### src/rtl/axi_bram_responder_pkg.sv
// Shared types and helpers for the AXI4 BRAM responder.
// Latency: n/a (types, constants and pure functions only).
// Backpressure: n/a.
// Optional feature macro: AXI_BRAM_RESPONDER_WRAP_EN enables WRAP burst support.
package axi_bram_responder_pkg;

    localparam int AXI_ID_W   = 6;
    localparam int AXI_DATA_W = 32;

    typedef enum logic [1:0] {
        OKAY   = 2'b00,
        SLVERR = 2'b10
    } axi_resp_t;

    typedef enum logic [1:0] {
        FIXED = 2'b00,
        INCR  = 2'b01,
        WRAP  = 2'b10
    } axi_burst_t;

    typedef enum logic [1:0] {
        ST_IDLE,
        ST_WRITE,
        ST_WRESP,
        ST_READ
    } state_t;

    // One buffered read beat: response code, last flag and data word.
    typedef struct packed {
        axi_resp_t             resp;
        logic                  last;
        logic [AXI_DATA_W-1:0] data;
    } rd_beat_t;

    localparam int RD_BEAT_W = $bits(rd_beat_t);

    // Size/burst combinations this responder cannot serve.
    function automatic logic req_err(input logic [2:0] size, input logic [1:0] burst);
        logic err;
        err = (size > 3'd2) || (burst == 2'b11);
`ifndef AXI_BRAM_RESPONDER_WRAP_EN
        err = err || (burst == WRAP);
`endif
        return err;
    endfunction

`ifdef AXI_BRAM_RESPONDER_WRAP_EN
    // WRAP bursts are only legal with 2, 4, 8 or 16 beats.
    function automatic logic wrap_len_ok(input logic [7:0] len);
        return (len == 8'd1) || (len == 8'd3) || (len == 8'd7) || (len == 8'd15);
    endfunction
`endif

endpackage

### src/rtl/axi_bram_rd_buffer.sv
// Two-entry FIFO holding returned BRAM read words until the R channel accepts them.
// Latency: a word written in cycle N is visible at the output in cycle N+1.
// Backpressure: o_full / o_almost_full let the producer throttle; head stays stable while not popped.
// Ports: i_wr_vld/i_wr_dat push side, o_rd_vld/i_rd_rdy/o_rd_dat pop side, o_full/o_almost_full status.
module axi_bram_rd_buffer #(
    parameter int W = 35
) (
    input  logic         clk,
    input  logic         rst,
    input  logic         i_wr_vld,
    input  logic [W-1:0] i_wr_dat,
    output logic         o_rd_vld,
    input  logic         i_rd_rdy,
    output logic [W-1:0] o_rd_dat,
    output logic         o_full,
    output logic         o_almost_full
);

    logic [W-1:0] r_mem [2];
    logic         r_wr_ptr;
    logic         r_rd_ptr;
    logic [1:0]   r_count;
    logic         w_push;
    logic         w_pop;

    assign w_push        = i_wr_vld && (r_count != 2'd2);
    assign w_pop         = o_rd_vld && i_rd_rdy;
    assign o_rd_vld      = (r_count != 2'd0);
    assign o_rd_dat      = r_mem[r_rd_ptr];
    assign o_full        = (r_count == 2'd2);
    assign o_almost_full = (r_count == 2'd1);

    always_ff @(posedge clk) begin
        if (rst) begin
            r_mem[0] <= '0;
            r_mem[1] <= '0;
            r_wr_ptr <= 1'b0;
            r_rd_ptr <= 1'b0;
            r_count  <= 2'd0;
        end else begin
            if (w_push) begin
                r_mem[r_wr_ptr] <= i_wr_dat;
                r_wr_ptr        <= ~r_wr_ptr;
            end
            if (w_pop) begin
                r_rd_ptr <= ~r_rd_ptr;
            end
            r_count <= r_count + {1'b0, w_push} - {1'b0, w_pop};
        end
    end

endmodule

### src/rtl/axi_bram_responder.sv
// AXI4 slave serving one burst at a time from a single-port BRAM, alternating reads/writes on contention.
// Latency: first R beat 2 cycles after AR handshake; B one cycle after the final W beat.
// Backpressure: R stalls hold data in a 2-entry buffer and throttle BRAM reads; B holds until bready.
// Ports: s_axi_aw*/w*/b*/ar*/r* AXI4 slave (6-bit ID, 32-bit data), bram_* single-port BRAM master.
// Optional feature macro: AXI_BRAM_RESPONDER_WRAP_EN (WRAP bursts; otherwise WRAP returns SLVERR).
module axi_bram_responder
    import axi_bram_responder_pkg::*;
#(
    parameter int MEM_ADDR_W = 14
) (
    input  logic                  clk,
    input  logic                  rst,
    input  logic                  s_axi_awvalid,
    output logic                  s_axi_awready,
    input  logic [AXI_ID_W-1:0]   s_axi_awid,
    input  logic [31:0]           s_axi_awaddr,
    input  logic [7:0]            s_axi_awlen,
    input  logic [2:0]            s_axi_awsize,
    input  logic [1:0]            s_axi_awburst,
    input  logic                  s_axi_wvalid,
    output logic                  s_axi_wready,
    input  logic [AXI_DATA_W-1:0] s_axi_wdata,
    input  logic [3:0]            s_axi_wstrb,
    input  logic                  s_axi_wlast,
    output logic                  s_axi_bvalid,
    input  logic                  s_axi_bready,
    output logic [AXI_ID_W-1:0]   s_axi_bid,
    output logic [1:0]            s_axi_bresp,
    input  logic                  s_axi_arvalid,
    output logic                  s_axi_arready,
    input  logic [AXI_ID_W-1:0]   s_axi_arid,
    input  logic [31:0]           s_axi_araddr,
    input  logic [7:0]            s_axi_arlen,
    input  logic [2:0]            s_axi_arsize,
    input  logic [1:0]            s_axi_arburst,
    output logic                  s_axi_rvalid,
    input  logic                  s_axi_rready,
    output logic [AXI_ID_W-1:0]   s_axi_rid,
    output logic [AXI_DATA_W-1:0] s_axi_rdata,
    output logic [1:0]            s_axi_rresp,
    output logic                  s_axi_rlast,
    output logic [MEM_ADDR_W-1:0] bram_addr,
    output logic                  bram_en,
    output logic [3:0]            bram_we,
    output logic [AXI_DATA_W-1:0] bram_din,
    input  logic [AXI_DATA_W-1:0] bram_dout
);

    state_t              r_state;
    logic                r_pref_wr;       // contested grant goes to writes when set
    logic [AXI_ID_W-1:0] r_id;
    logic [31:0]         r_addr;
    logic [8:0]          r_beats;         // writes: beats left; reads: BRAM reads left to issue
    logic [2:0]          r_size;
    logic [1:0]          r_burst;
    logic                r_err;
    logic                r_wlast_err;
    logic                r_bvalid;
    logic [1:0]          r_bresp;
    logic                r_inflight;      // a BRAM read was issued last cycle
    logic                r_inflight_last;
`ifdef AXI_BRAM_RESPONDER_WRAP_EN
    logic [31:0]         r_wrap_mask;
`endif

    logic                w_idle, w_aw_grant, w_ar_grant;
    logic                w_aw_hs, w_ar_hs, w_w_hs, w_r_hs;
    logic [AXI_ID_W-1:0] w_cap_id;
    logic [31:0]         w_cap_addr;
    logic [7:0]          w_cap_len;
    logic [2:0]          w_cap_size;
    logic [1:0]          w_cap_burst;
    logic                w_cap_err;
    logic                w_wlast_bad;
    logic                w_issue;
    logic                w_full, w_afull;
    logic [31:0]         w_inc, w_next_addr;
    rd_beat_t            w_push_beat, w_head;
    logic [RD_BEAT_W-1:0] w_head_raw;

    // Arbitration: readies only in IDLE, at most one at a time.
    assign w_idle        = (r_state == ST_IDLE) && !rst;
    assign w_aw_grant    = s_axi_awvalid && (!s_axi_arvalid || r_pref_wr);
    assign w_ar_grant    = s_axi_arvalid && !w_aw_grant;
    assign s_axi_awready = w_idle && w_aw_grant;
    assign s_axi_arready = w_idle && w_ar_grant;
    assign s_axi_wready  = (r_state == ST_WRITE) && !rst;
    assign w_aw_hs       = s_axi_awvalid && s_axi_awready;
    assign w_ar_hs       = s_axi_arvalid && s_axi_arready;
    assign w_w_hs        = s_axi_wvalid && s_axi_wready;
    assign w_r_hs        = s_axi_rvalid && s_axi_rready;
    assign w_wlast_bad   = s_axi_wlast != (r_beats == 9'd1);

    always_comb begin
        w_cap_id    = w_aw_hs ? s_axi_awid    : s_axi_arid;
        w_cap_addr  = w_aw_hs ? s_axi_awaddr  : s_axi_araddr;
        w_cap_len   = w_aw_hs ? s_axi_awlen   : s_axi_arlen;
        w_cap_size  = w_aw_hs ? s_axi_awsize  : s_axi_arsize;
        w_cap_burst = w_aw_hs ? s_axi_awburst : s_axi_arburst;
        w_cap_err   = req_err(w_cap_size, w_cap_burst);
`ifdef AXI_BRAM_RESPONDER_WRAP_EN
        if (w_cap_burst == WRAP && !wrap_len_ok(w_cap_len)) begin
            w_cap_err = 1'b1;
        end
`endif
    end

    // Issue a read only if the buffer cannot overflow, counting the word in flight
    // and crediting a word leaving on R this cycle.
    assign w_issue = (r_state == ST_READ) && !rst && (r_beats != 9'd0) &&
                     (w_r_hs || (!w_full && !(w_afull && r_inflight)));

    // Error transactions still step through their beats, but never touch the BRAM.
    assign bram_en   = (w_issue || w_w_hs) && !r_err;
    assign bram_we   = (w_w_hs && !r_err) ? s_axi_wstrb : 4'd0;
    assign bram_din  = (w_w_hs && !r_err) ? s_axi_wdata : '0;
    assign bram_addr = bram_en ? r_addr[MEM_ADDR_W+1:2] : '0;

    assign w_inc = 32'd1 << r_size;
    always_comb begin
        case (r_burst)
            INCR:    w_next_addr = r_addr + w_inc;
`ifdef AXI_BRAM_RESPONDER_WRAP_EN
            // Low bits advance within the (len+1)*2^size window, high bits stay at its base.
            WRAP:    w_next_addr = (r_addr & ~r_wrap_mask) | ((r_addr + w_inc) & r_wrap_mask);
`endif
            default: w_next_addr = r_addr;
        endcase
    end

    always_ff @(posedge clk) begin
        if (rst) begin
            r_state         <= ST_IDLE;
            r_pref_wr       <= 1'b1;
            r_id            <= '0;
            r_addr          <= '0;
            r_beats         <= '0;
            r_size          <= '0;
            r_burst         <= '0;
            r_err           <= 1'b0;
            r_wlast_err     <= 1'b0;
            r_bvalid        <= 1'b0;
            r_bresp         <= OKAY;
            r_inflight      <= 1'b0;
            r_inflight_last <= 1'b0;
`ifdef AXI_BRAM_RESPONDER_WRAP_EN
            r_wrap_mask     <= '0;
`endif
        end else begin
            r_inflight      <= w_issue;
            r_inflight_last <= w_issue && (r_beats == 9'd1);
            if (w_aw_hs || w_ar_hs) begin
                r_id        <= w_cap_id;
                r_addr      <= w_cap_addr;
                r_beats     <= {1'b0, w_cap_len} + 9'd1;
                r_size      <= w_cap_size;
                r_burst     <= w_cap_burst;
                r_err       <= w_cap_err;
                r_wlast_err <= 1'b0;
`ifdef AXI_BRAM_RESPONDER_WRAP_EN
                r_wrap_mask <= (({24'd0, w_cap_len} + 32'd1) << w_cap_size) - 32'd1;
`endif
            end else if (w_issue || w_w_hs) begin
                r_addr <= w_next_addr;
            end
            case (r_state)
                ST_IDLE: begin
                    // The toggle only moves when both channels competed.
                    if (w_aw_hs) begin
                        r_state <= ST_WRITE;
                        if (s_axi_arvalid) r_pref_wr <= 1'b0;
                    end else if (w_ar_hs) begin
                        r_state <= ST_READ;
                        if (s_axi_awvalid) r_pref_wr <= 1'b1;
                    end
                end
                ST_WRITE: begin
                    if (w_w_hs) begin
                        r_beats <= r_beats - 9'd1;
                        if (w_wlast_bad) r_wlast_err <= 1'b1;
                        if (r_beats == 9'd1) begin
                            r_state  <= ST_WRESP;
                            r_bvalid <= 1'b1;
                            r_bresp  <= (r_err || r_wlast_err || w_wlast_bad) ? SLVERR : OKAY;
                        end
                    end
                end
                ST_WRESP: begin
                    if (s_axi_bready) begin
                        r_bvalid <= 1'b0;
                        r_state  <= ST_IDLE;
                    end
                end
                ST_READ: begin
                    if (w_issue) r_beats <= r_beats - 9'd1;
                    if (w_r_hs && s_axi_rlast) r_state <= ST_IDLE;
                end
                default: r_state <= ST_IDLE;
            endcase
        end
    end

    always_comb begin
        w_push_beat.resp = r_err ? SLVERR : OKAY;
        w_push_beat.last = r_inflight_last;
        w_push_beat.data = r_err ? '0 : bram_dout;
    end

    axi_bram_rd_buffer #(
        .W (RD_BEAT_W)
    ) u_rd_buffer (
        .clk           (clk),
        .rst           (rst),
        .i_wr_vld      (r_inflight),
        .i_wr_dat      (w_push_beat),
        .o_rd_vld      (s_axi_rvalid),
        .i_rd_rdy      (s_axi_rready),
        .o_rd_dat      (w_head_raw),
        .o_full        (w_full),
        .o_almost_full (w_afull)
    );

    assign w_head       = rd_beat_t'(w_head_raw);
    assign s_axi_rdata  = w_head.data;
    assign s_axi_rresp  = w_head.resp;
    assign s_axi_rlast  = w_head.last;
    assign s_axi_rid    = r_id;
    assign s_axi_bid    = r_id;
    assign s_axi_bvalid = r_bvalid;
    assign s_axi_bresp  = r_bresp;

endmodule

### config.mk
export PLATFORM = sky130hd
export DESIGN_NAME = axi_bram_responder
export DESIGN_NICKNAME = d
export VERILOG_FILES = /design/src/rtl/axi_bram_responder_pkg.sv /design/src/rtl/axi_bram_rd_buffer.sv /design/src/rtl/axi_bram_responder.sv
export SDC_FILE = /design/constraint.sdc
export NUM_CORES = 1
export LEC_CHECK = 0
export ABC_AREA = 1
export ABC_CLOCK_PERIOD_IN_PS = 2450
export BUFFER_PORTS_ARGS = -buffer_cell sky130_fd_sc_hd__clkbuf_2
export CORE_MARGIN = 4
export CORE_UTILIZATION = 50
export DETAILED_ROUTE_END_ITERATION = 6
export GPL_TIMING_DRIVEN = 0
export PLACE_DENSITY = 0.81
export SLEW_MARGIN = 30
export SYNTH_ARGS = -nofsm -noshare
export SYNTH_HDL_FRONTEND = slang
export SYNTH_HIERARCHICAL = 1
export SYNTH_SLANG_ARGS = --single-unit
### constraint.sdc
create_clock -name clk -period 2.45 [get_ports clk]
set_input_delay 0.245 -clock clk [delete_from_list [all_inputs] [get_ports clk]]
set_output_delay 0.245 -clock clk [all_outputs]
set_load 0.02 [all_outputs]
# Word level (Yosys, flattened, before mapping)
# Memory sizes are Yosys's and may differ from the RTL's. A register that Yosys moved wholly into a read port is not among the register bits.
# Cells that the tools add are included.
[word_totals]
memories = 1
out_inout_bits = 105
register_bits = 66
wordCells = 138
ramBits = 70
in_bits = 178
[op_classes]
magnitude_cmp = 1
bitwise_logic = 2
n_addsub = 5
shift = 1
n_reduce_logical = 48
n_mux = 47
n_eq_ne = 17
[mem_list]
columns = ["name", "depth", "width", "read_ports", "rd_clocked_by_memory_dff", "wr", "line_no", "source"]
rows = [
  ["u_rd_buffer.r_mem", 2, 35, 1, 1, 2, "axi_bram_rd_buffer.sv:19", "logic [W-1:0] r_mem [2];"],
]
[ops]
columns = ["operator", "count"]
rows = [
  ["32-bit two-way mux", 6],
  ["35-bit two-way mux", 1],
  ["35-bit OR reduction", 1],
  ["32-bit adder", 1],
  ["1-bit by 3-bit << shifter with 32-bit output, first input constant", 1],
  ["9-bit two-way mux", 3],
  ["1-bit logical AND", 20],
  ["1-bit two-way mux", 20],
  ["2-bit two-way mux", 9],
  ["9-bit case mux with 2 select lines", 1],
  ["14-bit two-way mux", 1],
  ["2-bit nonzero test", 6],
  ["2-bit equality test, second input constant", 5],
  ["8-bit by 1-bit adder with 9-bit output, second input constant", 1],
  ["9-bit by 1-bit equality test with 1-bit output, second input constant", 1],
  ["9-bit nonzero test", 1],
  ["9-bit by 1-bit subtractor with 9-bit output, second input constant", 1],
  ["1-bit logical OR", 8],
  ["8-bit two-way mux", 1],
  ["2-bit != test, second input constant", 4],
  ["2-bit case mux with 4 select lines", 1],
  ["4-bit AND reduction", 2],
  ["2-bit by 1-bit equality test with 1-bit output, second input constant", 3],
  ["1-bit zero test", 6],
  ["other kinds (15)", 17],
]

# Logic depth before layout (Yosys ltp)
[depth]
ltp_word = 12
mapped_depth = 16
depth_no_buf = 15

# Modules after synthesis
# Netlist, hierarchy kept.
[by_module_without_submodules]
columns = ["mod", "seq_area_each_um2", "area_per_inst_um2", "instances", "cells_per_inst"]
rows = [
  ["axi_bram_responder", 900.9, 4083.9, 1, 680],
  ["axi_bram_rd_buffer", 2202.1, 3372.0, 1, 262],
]

# Worst setup path after synthesis
# OpenSTA, ideal clock, no wires.
[synth_timing]
path_kind = "reg-to-output"
start = "register u_rd_buffer.r_count[1]"
end = "output port bram_addr[10]"
arrival_ps = 2065
path_stages_with_launch = 14
slack_ps = 140
path_cell_list = "dfxtp_1 inv_1 nand2_1 nand2_1 o21ai_0 nand3_1 nor2_4 inv_2 nand2_2 inv_1 nor2_2 inv_2 buf_2 nor2_1"
[synth_between]
elab_cells_between_ends = 13
classes_between = "2 x eq/ne; 1 x mux; 10 x reduce/logical"
[synth_rtl]
columns = ["element", "line_no", "source"]
rows = [
  ["from (decl)", "axi_bram_rd_buffer.sv:22", "logic [1:0] r_count;"],
  ["from (signal assigned)", "axi_bram_rd_buffer.sv:48", "r_count <= r_count + {1'b0, w_push} - {1'b0, w_pop};"],
  ["2-bit nonzero test", "axi_bram_rd_buffer.sv:28", "assign o_rd_vld = (r_count != 2'd0);"],
  ["named net s_axi_rvalid", "axi_bram_responder.sv:36", "output logic s_axi_rvalid,"],
  ["1-bit logical AND", "axi_bram_responder.sv:91", "assign w_r_hs = s_axi_rvalid && s_axi_rready;"],
  ["1-bit logical OR", "axi_bram_responder.sv:111", "(w_r_hs || (!w_full && !(w_afull && r_inflight)));"],
  ["1-bit logical AND", "axi_bram_responder.sv:110", "assign w_issue = (r_state == ST_READ) && !rst && (r_beats != 9'd0) &&"],
  ["1-bit logical OR", "axi_bram_responder.sv:114", "assign bram_en = (w_issue || w_w_hs) && !r_err;"],
  ["1-bit logical AND", "axi_bram_responder.sv:114", ""],
  ["named net bram_en", "axi_bram_responder.sv:43", "output logic bram_en,"],
  ["14-bit two-way mux", "axi_bram_responder.sv:117", "assign bram_addr = bram_en ? r_addr[MEM_ADDR_W+1:2] : '0;"],
  ["to (decl)", "axi_bram_responder.sv:42", "output logic [MEM_ADDR_W-1:0] bram_addr,"],
]
# The timed path passes the listed nets, and every way through them passes these cells.

# Worst setup path in the final report
[layout_timing]
start = "register u_rd_buffer.r_count[0]"
end = "output port bram_addr[9]"
[layout_between]
elab_cells_between_ends = 13
classes_between = "2 x eq/ne; 1 x mux; 10 x reduce/logical"
[layout_rtl]
columns = ["element", "line_no", "source"]
rows = [
  ["2-bit equality test", "axi_bram_rd_buffer.sv:30", "assign o_full = (r_count == 2'd2);"],
  ["named net w_full", "axi_bram_responder.sv:76", "logic w_full, w_afull;"],
  ["1-bit zero test", "axi_bram_responder.sv:111", ""],
  ["1-bit logical AND", "axi_bram_responder.sv:111", ""],
  ["1-bit logical OR", "axi_bram_responder.sv:111", ""],
  ["1-bit logical AND", "axi_bram_responder.sv:110", ""],
  ["1-bit logical OR", "axi_bram_responder.sv:114", ""],
  ["1-bit logical AND", "axi_bram_responder.sv:114", ""],
  ["14-bit two-way mux", "axi_bram_responder.sv:117", ""],
]
# The timed path passes the listed nets, and every way through them passes these cells.

==> reports/results.tsv <==
metric	value	unit
drv_slew	0	
vias_per_cell	5.06	
drc	0	
period_share	97.5	%
crit_path_end_kind	output pin	
yosys.area_share.simple	24.2	%
r2r-end	r_addr[8]	
required	2200	ps
fmax	0.419	GHz
clock_skew	9.14	ps
holdPathStages	2	
die_x	130	microns
final_cells	1432	
diodes	0	
critPathLaunchType	flop	
drive_above_1_share	40.1	%
cts.sinks	120	
yosysWarnings	6	
maxSlewHeadroom	51.7	%
crit_path_max_fanout	5	
initial_utilization	51.1	%
synthXorXnorAreaFrac	1.76	%
r2r_slack	140	ps
antenna_found_initial	0	
arrival	2140	ps
path_class	reg2out	
hp-start	rst	
vias	7240	
hold_class	in2reg	
setup_violations	0	
clk_pin_slew	60	ps
yosysTopAreaCell	edfxtp_1	
synth.distinct_cells	51	
die_area	16900	sq um
worstMarginPinSlew	725	ps
synth_edf_count	70	
r2r_cells	13	
synth-seq-cells	120	
async_flop_share	0	%
power.total	8.72	mW
area_growth	35.6	%
synth_top_family_by_area	simple AND/OR/NAND/NOR gates	
drt_pass1_iterations	5	
globalRouteOverflowTotal	0	
synthMuxAreaShare	5.69	%
drv_cap	0	
ant_nets	0	
clk_path_buf_depth	2	
cts_tree	built	
post_synth.cell_area_avg	7.91	sq um
synth_compound_area_share	10.9	%
yosys-top-cells-area	edfxtp_1, dfxtp_1, nor2_1, inv_1, nand2_1	
htreeDepth	4	
hold_violations	0	
final.min_clock_period	2390	ps
syn_area	7460	sq um
hold_end	u_rd_buffer/r_count[0]	
wl_per_cell	15.4	microns
p_per_area	863	nW/um^2
synth-adder-area-share	2.45	%
irDropWorstVdd	0.521	mV
coreArea	14600	sq um
rows	44	
final_common_cell	clkbuf_2	
synth_top_area_share	28.2	%
globalplace.congestion	0.971	
grt_max_degree	26	
grt_pass1_wl	32500	microns
drt_iter0_drc	442	
fin_tns_setup	0	ps
io_pins	283	
leakage	5.03	nW
reg2reg_from	r_size[0]	
clockRootBuffer	clkbuf_16	
hpwl	16100	microns
first_global_vias	6674	
yosysSeqAreaShare	41.6	%
grt_usage	24.7	%
mostFrequentLayoutCells	clkbuf_2, nor2_1, inv_1	
die_y	130	microns
cts_made_buffers	17	
portBuffers	249	
syn_inst	942	
nNetsFinal	1427	
placedCellCount	1378	
status	finished clean	
clk_latency	420	ps
finalWirelength	22100	microns
synth_flop_cell	edfxtp_1	
hold_buffers	0	
## worst max-delay path: stages, from the launching register on
cell	delay, ps
dfxtp_2	350
inv_4	60
nand2_4	90
inv_2	40
o21ai_2	170
nand3_2	110
nor2_4	110
inv_2	60
nand2_4	70
inv_4	40
nor2_4	150
inv_4	90
buf_8	150
nor2_4	110
buf_6	120
## report_power, final
| group | total (mW) | leakage, nW | internal [mW] | switching, mW |
|---|---|---|---|---|
| clock network | 2.67 | 0.310 | 1.64 | 1.03 |
| logic | 3.42 | 3.58 | 1.31 | 2.12 |
| registers | 2.63 | 1.14 | 2.40 | 0.226 |
## Yosys cell counts (7+ instances only)
cell	number
nor2_1	185
inv_1	158
nand2_1	117
edfxtp_1	70
dfxtp_1	50
a21oi_1	47
o21ai_0	46
mux2_2	35
nor2_2	25
nand3_1	22
buf_6	14
inv_2	14
ha_1	13
nor3_1	13
a31oi_1	12
clkbuf_1	12
xor2_1	11
buf_4	10
buf_2	9
nor2_4	9
nand2_2	7
## what timing repair did
action                     4_1_cts  5_1_grt
pin swaps                        7       13
setup endpoints to repair       52       52
setup buffers                   12       10
cloned                           1        0
gates resized for setup         56       62
## cell type report
cell class / count / area, sq um
fill: 1118 / 4480
sequential: 120 / 3110
timing repair buffer: 274 / 1570
multi-input combinational: 602 / 3540
inverter: 175 / 672
clock buffer: 17 / 425
tap: 184 / 230
clock inverter: 15 / 203
buffer: 45 / 347
## sequential cells by signal (all words and copies together) (netlist names), 2 cells and up, named ones only
register	cells
r_addr	16
r_beats	9
r_burst	2
r_size	3
r_state	2
s_axi_bid	6
u_rd_buffer/r_count	2
u_rd_buffer/r_mem	70
## kinds of logic after synthesis
logic type / count (synthesis)
simple gates: 394
buf+inv: 221
compound gates: 139
flops: 120
mux: 38
xor+xnor: 15
fa+ha+maj: 14
other cells: 1
## worst max-delay path by stage
stage	end	start	slack, ps	cells past startpoint
after detailed placement	bram_din[14]	r_state[0]	-20	10
after floorplan	bram_addr[10]	u_rd_buffer/r_count[1]	140	13
final	bram_addr[9]	u_rd_buffer/r_count[0]	60	14
after CTS	bram_addr[7]	u_rd_buffer/r_count[0]	-10	15
after global placement	u_rd_buffer/r_mem[0][12]	rst	-100	5
after global routing	bram_addr[6]	u_rd_buffer/r_count[0]	-20	15
## layer usage
layer	up-vias	GRT usage (%)	part of all wire, %
li1	3578	-	-
met4	0	10.0	2.1
met5	-	0	0
met3	38	5.24	8.0
met2	307	40.9	50
met1	3317	31.4	40
## per-stage QoR
stage	utilization (%)	area [sq um]	setup slack, ps	hold WS (ps)
after floorplan	-	7460	140	316
after global placement	61.3	8940	-101	454
after detailed placement	61.6	8990	-17.6	459
after CTS	67.7	9870	-13.5	9.69
after global routing	69.3	10100	-22.7	27.0
final	69.3	10100	62.1	27.7
No activity file was read; power rests on OpenSTA's default activity.
